## src/rtl/cal_date_gen.sv

```systemverilog
`default_nettype none
// ============================================================================
// Module      : cal_date_gen
// Description : Calendar date generator. It keeps the year, month and day in
//               month, and also the weekday of the 1st of the month and the
//               number of days in the month. The date advances one day on each
//               day_tick_i pulse. A direct load (set_en_i) clamps the fields to
//               legal values. It then finds the month's first weekday with an
//               iterative walk from the epoch BASE_YEAR-01-01.
// Ports       : clk_i, rst_i          clock, synchronous active-high reset
//               day_tick_i            advance one day
//               set_en_i, set_*_i     load a date (clamped)
//               year_o, month_o, day_in_month_o       current date
//               month_first_day_o     weekday of the 1st (0=Mon..6=Sun)
//               month_days_cnt_o      days in current month (28..31)
//               busy_o                recalculation after a load in progress
// Revision    : 1.0 - initial release
// ============================================================================
module cal_date_gen #(
    parameter int BASE_YEAR      = 2000,
    parameter int MAX_YEAR       = 2999,
    parameter int BASE_FIRST_DAY = 5,
    parameter int YEAR_W         = 12
) (
    input  logic              clk_i,
    input  logic              rst_i,
    input  logic              day_tick_i,
    input  logic              set_en_i,
    input  logic [YEAR_W-1:0] set_year_i,
    input  logic [3:0]        set_month_i,
    input  logic [4:0]        set_day_i,
    output logic [YEAR_W-1:0] year_o,
    output logic [3:0]        month_o,
    output logic [4:0]        day_in_month_o,
    output logic [2:0]        month_first_day_o,
    output logic [4:0]        month_days_cnt_o,
    output logic              busy_o
);

    typedef enum logic [1:0] {
        IDLE       = 2'd0,
        YEAR_WALK  = 2'd1,
        MONTH_WALK = 2'd2
    } state_t;

    localparam logic [YEAR_W-1:0] BASE_Y  = YEAR_W'(BASE_YEAR);
    localparam logic [YEAR_W-1:0] MAX_Y   = YEAR_W'(MAX_YEAR);
    localparam logic [2:0]        BASE_FD = 3'(BASE_FIRST_DAY);

    function automatic logic is_leap(input logic [YEAR_W-1:0] y);
        return ((y[1:0] == 2'b00) && ((y % YEAR_W'(100)) != '0)) ||
               ((y % YEAR_W'(400)) == '0);
    endfunction

    function automatic logic [4:0] month_len(input logic [3:0] m, input logic leap);
        case (m)
            4'd1:                      month_len = leap ? 5'd29 : 5'd28;
            4'd3, 4'd5, 4'd8, 4'd10:   month_len = 5'd30;
            default:                   month_len = 5'd31;
        endcase
    endfunction

    // Sums are formed at 6 bits (max 6+31) and then reduced to a weekday.
    function automatic logic [2:0] mod7(input logic [5:0] s);
        return 3'(s % 6'd7);
    endfunction

    state_t            state_q, state_d;
    logic [YEAR_W-1:0] year_q, year_d;
    logic [3:0]        month_q, month_d;
    logic [4:0]        day_q, day_d;
    logic [2:0]        fd_q, fd_d;
    logic [4:0]        cnt_q, cnt_d;
    logic              busy_q, busy_d;
    logic              pend_q, pend_d;
    logic [2:0]        acc_q, acc_d;
    logic [YEAR_W-1:0] wy_q, wy_d;
    logic [3:0]        wm_q, wm_d;
    logic [YEAR_W-1:0] ty_q, ty_d;
    logic [3:0]        tm_q, tm_d;
    logic [4:0]        td_q, td_d;

    // Clamped load fields. The day limit uses the clamped month and year.
    logic [YEAR_W-1:0] cl_year;
    logic [3:0]        cl_month;
    logic [4:0]        cl_len;
    logic [4:0]        cl_day;
    logic              tick;

    always_comb begin
        if (set_year_i < BASE_Y)     cl_year = BASE_Y;
        else if (set_year_i > MAX_Y) cl_year = MAX_Y;
        else                         cl_year = set_year_i;
        cl_month = (set_month_i > 4'd11) ? 4'd11 : set_month_i;
        cl_len   = month_len(cl_month, is_leap(cl_year));
        if (set_day_i == 5'd0)        cl_day = 5'd1;
        else if (set_day_i > cl_len)  cl_day = cl_len;
        else                          cl_day = set_day_i;
    end

    always_comb begin
        state_d = state_q;
        year_d  = year_q;
        month_d = month_q;
        day_d   = day_q;
        fd_d    = fd_q;
        cnt_d   = cnt_q;
        busy_d  = busy_q;
        pend_d  = pend_q;
        acc_d   = acc_q;
        wy_d    = wy_q;
        wm_d    = wm_q;
        ty_d    = ty_q;
        tm_d    = tm_q;
        td_d    = td_q;
        tick    = day_tick_i | pend_q;

        if (set_en_i) begin
            // A load always wins, restarts any walk and drops ticks.
            ty_d    = cl_year;
            tm_d    = cl_month;
            td_d    = cl_day;
            acc_d   = BASE_FD;
            wy_d    = BASE_Y;
            wm_d    = 4'd0;
            pend_d  = 1'b0;
            busy_d  = 1'b1;
            state_d = YEAR_WALK;
        end else begin
            case (state_q)
                IDLE: begin
                    pend_d = 1'b0;
                    if (tick) begin
                        if (day_q < cnt_q) begin
                            day_d = day_q + 5'd1;
                        end else begin
                            day_d = 5'd1;
                            fd_d  = mod7({3'b000, fd_q} + {1'b0, cnt_q});
                            if (month_q == 4'd11) begin
                                month_d = 4'd0;
                                if (year_q == MAX_Y) begin
                                    year_d = BASE_Y;
                                    fd_d   = BASE_FD;
                                end else begin
                                    year_d = year_q + YEAR_W'(1);
                                end
                            end else begin
                                month_d = month_q + 4'd1;
                            end
                            cnt_d = month_len(month_d, is_leap(year_d));
                        end
                    end
                end
                YEAR_WALK: begin
                    if (day_tick_i) pend_d = 1'b1;
                    if (wy_q == ty_q) begin
                        wm_d    = 4'd0;
                        state_d = MONTH_WALK;
                    end else begin
                        acc_d = mod7({3'b000, acc_q} + (is_leap(wy_q) ? 6'd2 : 6'd1));
                        wy_d  = wy_q + YEAR_W'(1);
                    end
                end
                MONTH_WALK: begin
                    if (day_tick_i) pend_d = 1'b1;
                    if (wm_q == tm_q) begin
                        year_d  = ty_q;
                        month_d = tm_q;
                        day_d   = td_q;
                        fd_d    = acc_q;
                        cnt_d   = month_len(tm_q, is_leap(ty_q));
                        busy_d  = 1'b0;
                        state_d = IDLE;
                    end else begin
                        acc_d = mod7({3'b000, acc_q} + {1'b0, month_len(wm_q, is_leap(ty_q))});
                        wm_d  = wm_q + 4'd1;
                    end
                end
                default: begin
                    busy_d  = 1'b0;
                    state_d = IDLE;
                end
            endcase
        end
    end

    always_ff @(posedge clk_i) begin
        if (rst_i) begin
            state_q <= IDLE;
            year_q  <= BASE_Y;
            month_q <= 4'd0;
            day_q   <= 5'd1;
            fd_q    <= BASE_FD;
            cnt_q   <= 5'd31;
            busy_q  <= 1'b0;
            pend_q  <= 1'b0;
            acc_q   <= BASE_FD;
            wy_q    <= BASE_Y;
            wm_q    <= 4'd0;
            ty_q    <= BASE_Y;
            tm_q    <= 4'd0;
            td_q    <= 5'd1;
        end else begin
            state_q <= state_d;
            year_q  <= year_d;
            month_q <= month_d;
            day_q   <= day_d;
            fd_q    <= fd_d;
            cnt_q   <= cnt_d;
            busy_q  <= busy_d;
            pend_q  <= pend_d;
            acc_q   <= acc_d;
            wy_q    <= wy_d;
            wm_q    <= wm_d;
            ty_q    <= ty_d;
            tm_q    <= tm_d;
            td_q    <= td_d;
        end
    end

    assign year_o            = year_q;
    assign month_o           = month_q;
    assign day_in_month_o    = day_q;
    assign month_first_day_o = fd_q;
    assign month_days_cnt_o  = cnt_q;
    assign busy_o            = busy_q;

endmodule
`default_nettype wire

```

## config.mk

```make
export PLATFORM = sky130hd
export DESIGN_NAME = cal_date_gen
export DESIGN_NICKNAME = d
export VERILOG_FILES = /design/src/rtl/cal_date_gen.sv
export SDC_FILE = /design/constraint.sdc
export NUM_CORES = 1
export LEC_CHECK = 0
export CORE_MARGIN = 10
export CORE_UTILIZATION = 40
export CTS_CLUSTER_DIAMETER = 200
export DETAILED_ROUTE_END_ITERATION = 10
export PLACE_DENSITY_LB_ADDON = 0.12
export SLEW_MARGIN = 25
export SYNTH_ARGS = -nofsm -noshare
export SYNTH_HDL_FRONTEND = slang
export SYNTH_SLANG_ARGS = --single-unit
```

## constraint.sdc

```tcl
create_clock -name clk_i -period 8.4 [get_ports clk_i]
set_clock_uncertainty 0.05 [all_clocks]
set_input_delay 1.68 -clock clk_i [delete_from_list [all_inputs] [get_ports clk_i]]
set_output_delay 1.68 -clock clk_i [all_outputs]
set_load 0.1 [all_outputs]
```

---- Word-level counts from Yosys, hierarchy flattened ----
Cells that the tools add are included.
storage, ports and cells
  register bits ........................... 73
  bits of input ports ..................... 25
  output and inout port bits .............. 30
  word-level logic and storage cells ...... 185
operators by class
  $add $sub $neg .......................... 8
  div/mod/pow operators ................... 11
  magnitude comparators ................... 5
  equal/unequal tests ..................... 37
  multiplexer cells ....................... 64
  bitwise gates (word level) .............. 4
  reductions and logical operators ........ 41
operator list
  operator                                                                   count
  12-bit two-way mux                                                         11
  5-bit two-way mux                                                          11
  12-bit zero test                                                           4
  12-bit by 7-bit remainder unit with 12-bit output (second input constant)  4
  12-bit by 9-bit remainder unit with 12-bit output (second input constant)  4
  12-bit nonzero test                                                        4
  4-bit two-way mux                                                          11
  4-bit == test (second input constant)                                      9
  12-bit by 1-bit adder with 12-bit output (second input constant)           2
  12-bit case mux with 2 select lines                                        1
  3-bit two-way mux                                                          7
  5-bit case mux with 2 select lines                                         2
  6-bit by 3-bit remainder unit with 6-bit output (second input constant)    3
  4-bit by 1-bit == test with 1-bit output (second input constant)           4
  4-bit by 2-bit == test with 1-bit output (second input constant)           4
  4-bit by 3-bit == test with 1-bit output (second input constant)           4
  2-bit case mux with 2 select lines                                         4
  4-bit case mux with 2 select lines                                         2
  4-bit OR reduction                                                         4
  2-bit != test (second input constant)                                      7
  3-bit by 5-bit adder with 6-bit output                                     2
  12-bit == test                                                             1
  12-bit == test (second input constant)                                     1
  12-bit greater-than comparator (second input constant)                     1
  other kinds (29)                                                           63

---- Depth between registers and ports, before layout ----
  word-level depth ........................ 16
  depth in mapped cells ................... 38
  mapped depth without buffers ............ 36

---- Worst setup path before layout ----
Ideal clock, no wire load.
  path kind ............................... register -> register
  start ................................... register ty_q[8]
  end ..................................... register acc_q[1]
  library setup time ...................... 0.128 ns
  arrival time ............................ 6.960 ns
  data required time ...................... 8.222 ns
  setup slack ............................. 1.262 ns
  cell stages (with the launch flop) ...... 36
  buffers on the path ..................... 2
  period minus slack after synthesis ...... 7.138 ns
  cells stage by stage .................... dfxtp_1 clkbuf_1 or2_2 clkbuf_1 a21oi_1 o31ai_1 a21oi_1 o21bai_1 a211oi_1 o2111ai_1 and3_1 a211oi_1 o32ai_1 xor3_1 a311oi_1 a21oi_1 a21oi_1 ha_1 fa_1 inv_1 ha_1 inv_1 nand2_1 o21a_1 a21oi_1 ha_1 a21oi_1 a21oi_1 a21oi_1 a41oi_1 mux2_2 a21oi_1 mux2i_1 nor2_1 a21oi_1 nor2_1
between the ends
  longest elaborated chain between the ends .. 13
  elaborated cells on any way between the ends .. 18
  classes of those cells .................. add/sub (1); div (3); eq/ne (2); mux (7); reduce/logical (5)
RTL lines
  item                                               RTL line  text
  start, declared                                    79        logic [YEAR_W-1:0] ty_q, ty_d;
  start signal, assigned                             215       ty_q <= ty_d;
  12-bit by 7-bit remainder unit with 12-bit output  51        return ((y[1:0] == 2'b00) && ((y % YEAR_W'(100)) != '0)) ||
  12-bit nonzero test                                51
  1-bit logical AND                                  51
  1-bit logical OR                                   51
  1-bit two-way mux                                  57        4'd1: month_len = leap ? 5'd29 : 5'd28;
  2-bit case mux with 2 select lines                 56        case (m)
  5-bit two-way mux                                  166       if (wm_q == tm_q) begin
  5-bit two-way mux                                  130       case (state_q)
  5-bit two-way mux                                  118       if (set_en_i) begin
  3-bit by 5-bit adder with 6-bit output             175       acc_d = mod7({3'b000, acc_q} + {1'b0, month_len(wm_q, is_leap(ty_q))});
  6-bit by 3-bit remainder unit with 6-bit output    65        return 3'(s % 6'd7);
  3-bit two-way mux                                  166
  3-bit case mux with 2 select lines                 130
  end signal, assigned                               197       acc_q <= BASE_FD;
  end signal, assigned                               212       acc_q <= acc_d;
  end, declared                                      76        logic [2:0] acc_q, acc_d;
Several ways; a longest one is shown, not always the timed one. The select of a mux whose other input is x is not followed.
A chain may end at the register's enable or synchronous reset.

---- Final worst setup path ----
  start ................................... register ty_q[10]
  end ..................................... register acc_q[1]
The elaborated chain is that of the path after synthesis.

==> results.cfg <==
[power]
worst_ir_drop_vdd_v = 0.0001211
swShare_pct = 39.19
cellPowerDensity_mw_per_mm2 = 151.3
p_int_uw = 868.1
comb_power_share_pct = 44.7
power_switching_uw = 559.4
total_power_mw = 1.428
power_leakage_nw = 3.587
p_clk_share_pct = 29.1
p_seq_share_pct = 26.2

[synth]
synth_cell_types = 97
netlist_top_cells_area = dfxtp_1 (17%), nor2_1 (5.4%), xnor2_1 (5.4%)
synth_warnings = 0
avgSynthCellArea_sq_um = 7.057
synth_top_cell_area_share_pct = 16.59
synth_edf_count = 0
synth-seq-cells = 70
synthArstFlopShare_pct = 0
yosysSeqAreaShare_pct = 16.59
synth_area_sq_mm = 0.008447
ys.flop_type = dfxtp_1
synthMostInstantiatedCell = nor2_1
syn_inst = 1197
synth_area_leader_cell = dfxtp_1
yosys-top-cells-count = nor2_1 (122), nand2_1 (121), a21oi_1 (89), o21ai_0 (77), dfxtp_1 (70)

[global_routing]
overflow = 0
antenna_found_initial = 0
grt_pass1_wl_um = 40210
grt_pass1_vias = 8000
grt_usage_pct = 17.43
grt_max_degree = 45

[die]
rows = 53
initial_core_util_pct = 40.44
fp.dieH_um = 165.3
die_area_sq_mm = 0.02733
ioPinCount = 55
die_x_um = 165.3
core_sq_mm = 0.02089

[clocking]
path_clk_slew_ns = 0.06
post-cts-setup-buffers = 0
cts-root-buf = clkbuf_16
cts_max_path_buffers = 2
cts-hold-fix-buffers = 0
cts_tree = built
numCtsBuffers = 9
clk-insertion-delay-late_ns = 0.34
cts_htree_levels = 3
cts.sinks = 70

[layout]
finalInstanceArea_sq_mm = 0.009435
layout.nets = 1265
area_delta_synth_final_pct = 11.70
postLayoutCoreUtil_pct = 45.17
drive_above_1_share_pct = 6.379
diodes = 0

[timing]
period_share_pct = 93.10
maxSlewViolCount = 0
worst_slew_margin_rel_pct = 33.26
rsz0062_at_grt = false
tightest_slew_ns = 0.9940
period_minus_slack_ns = 7.820
setup_viol = 0
max_freq_mhz = 127.9
fin_hold_ws_ns = 0.4315
final_hold_viol_count = 0
final.setup.tns_ns = 0

[worst_setup_path]
crit_path_top_delay_cell = dfxtp_2
crit_type = flop to flop
cp-end-kind = flop
cp_max_fo = 20
slowest_delay_ns = 0.54
critPathRequiredTime_ns = 8.56
cp-start-kind = flop
cp_common_cell = a21oi_1
crit_arrival_ns = 7.98

[routing]
drtPass1Iterations = 5
wl_per_cell_um = 16.48
drtIter0Drc = 517
wl_met2_um = 11380
vias = 8806
wirelength_um = 24420
drcViolationCount = 0
via_per_inst = 5.942
ant_nets = 0
wl_met3_um = 1131
wl_met1_um = 11680
routed.top_layer = met4

[min_path]
worstHoldPathType = flop to flop

[run]
cap_violations = 0

[placement]
port-buffer-count = 51
post-dp-hpwl_um = 18650
place_area_sq_mm = 0.009107
gp_congestion = 0.8897

[run_status]
status = complete, no violations
-- final timing paths --
check | slack (ns) | end | cells past startpoint | start
worst max-delay path | 0.58 | acc_q[1]$_SDFFE_PP0P_ | 34 | ty_q[10]$_SDFFE_PP1P_
worst min-delay path | 0.43 | pend_q$_SDFFE_PP0P_ | 2 | pend_q$_SDFFE_PP0P_
worst max register to register | 0.58 | acc_q[1]$_SDFFE_PP0P_ | 34 | ty_q[10]$_SDFFE_PP1P_
worst min register to register | 0.43 | pend_q$_SDFFE_PP0P_ | 2 | pend_q$_SDFFE_PP0P_
-- cell type report --
| class | count | area (sq um) |
|---|---|---|
| inverters | 48 | 180.2 |
| fillers | 2166 | 11450 |
| multi-input cells | 1010 | 6589 |
| flip-flops and latches | 70 | 1405 |
| clock inverters | 4 | 70.07 |
| repair buffers | 63 | 600.6 |
| well taps | 275 | 344.1 |
| clock buffers | 12 | 246.5 |
-- per-stage QoR --
stage | std cells | setup slack, ns
floorplan | 1199 | 1.262
global placement | 1466 | 0.5254
detailed placement | 1466 | 0.4663
CTS | 1482 | 0.4454
global route | 1482 | 0.03357
finish | 1482 | 0.5795
-- worst max-delay path: cells and delay by family, from the launching register on --
kind | cells | cell delay (ns)
buffers and inverters | 2 | 0.13
xor gates and xnor gates | 1 | 0.37
and+or+nand+nor | 4 | 0.40
muxes | 2 | 0.61
DFF | 1 | 0.54
AOI/OAI and AO/OA | 21 | 4.64
adders and majority gates | 4 | 0.94
-- routing by layer --
| metal | track usage [%] | vias to the layer above |
|---|---|---|
| met2 | 28.72 | 215 |
| met5 | 0 | - |
| met4 | 4.190 | 0 |
| met3 | 2.454 | 17 |
| li1 | - | 4455 |
| met1 | 23.47 | 4119 |
-- cell families (layout without fill, tap and decap cells) --
logic type / after synthesis / after routing / synth area share, %
compound gates: 405 / 405 / 32.99
xor+xnor: 76 / 76 / 8.221
fa+ha+maj: 41 / 41 / 6.251
buf+inv: 119 / 127 / 5.614
flops: 70 / 70 / 16.59
mux: 28 / 28 / 3.422
other cells: 1 / 3 / 0.04440
simple gates: 457 / 457 / 26.87
-- layout by cell type, fill, tap and decap left out, types with 24 or more instances in the layout --
cell	Yosys	final
a211oi_1	28	28
a21oi_1	89	89
clkdlybuf4s50_1	0	51
dfxtp_1	70	67
ha_1	35	34
inv_1	47	47
nand2_1	121	121
nand2b_1	24	24
nand3_1	42	42
nor2_1	122	122
nor3_1	39	39
o21ai_0	77	76
xnor2_1	52	52
-- power groups by stage --
stage	Sequential, mW	Clock, mW	Combinational [mW]
6_report	0.375	0.415	0.637
5_1_grt	0.377	0.440	0.703
4_1_cts	0.374	0.425	0.633
3_5_place_dp	0.381	0	0.630
3_3_place_gp	0.382	0	0.628
2_1_floorplan	0.412	0	0.468
-- state kept, by name, summed over array words and instances, names as in the netlist --
register and count:
year_o 12, day_in_month_o 5, wm_q 4, acc_q 3, wy_q 12, month_o 4, busy_o 1, td_q 5
tm_q 4, state_q 2, month_first_day_o 3, pend_q 1, month_days_cnt_o 2, ty_q 12
-- what timing repair did --
item,in CTS,in global routing
gates resized for setup,0,5
endpoints found under the hold margin,0,0
endpoints found under the setup margin,0,2
Note: power is estimated with default switching activity, not from simulation.
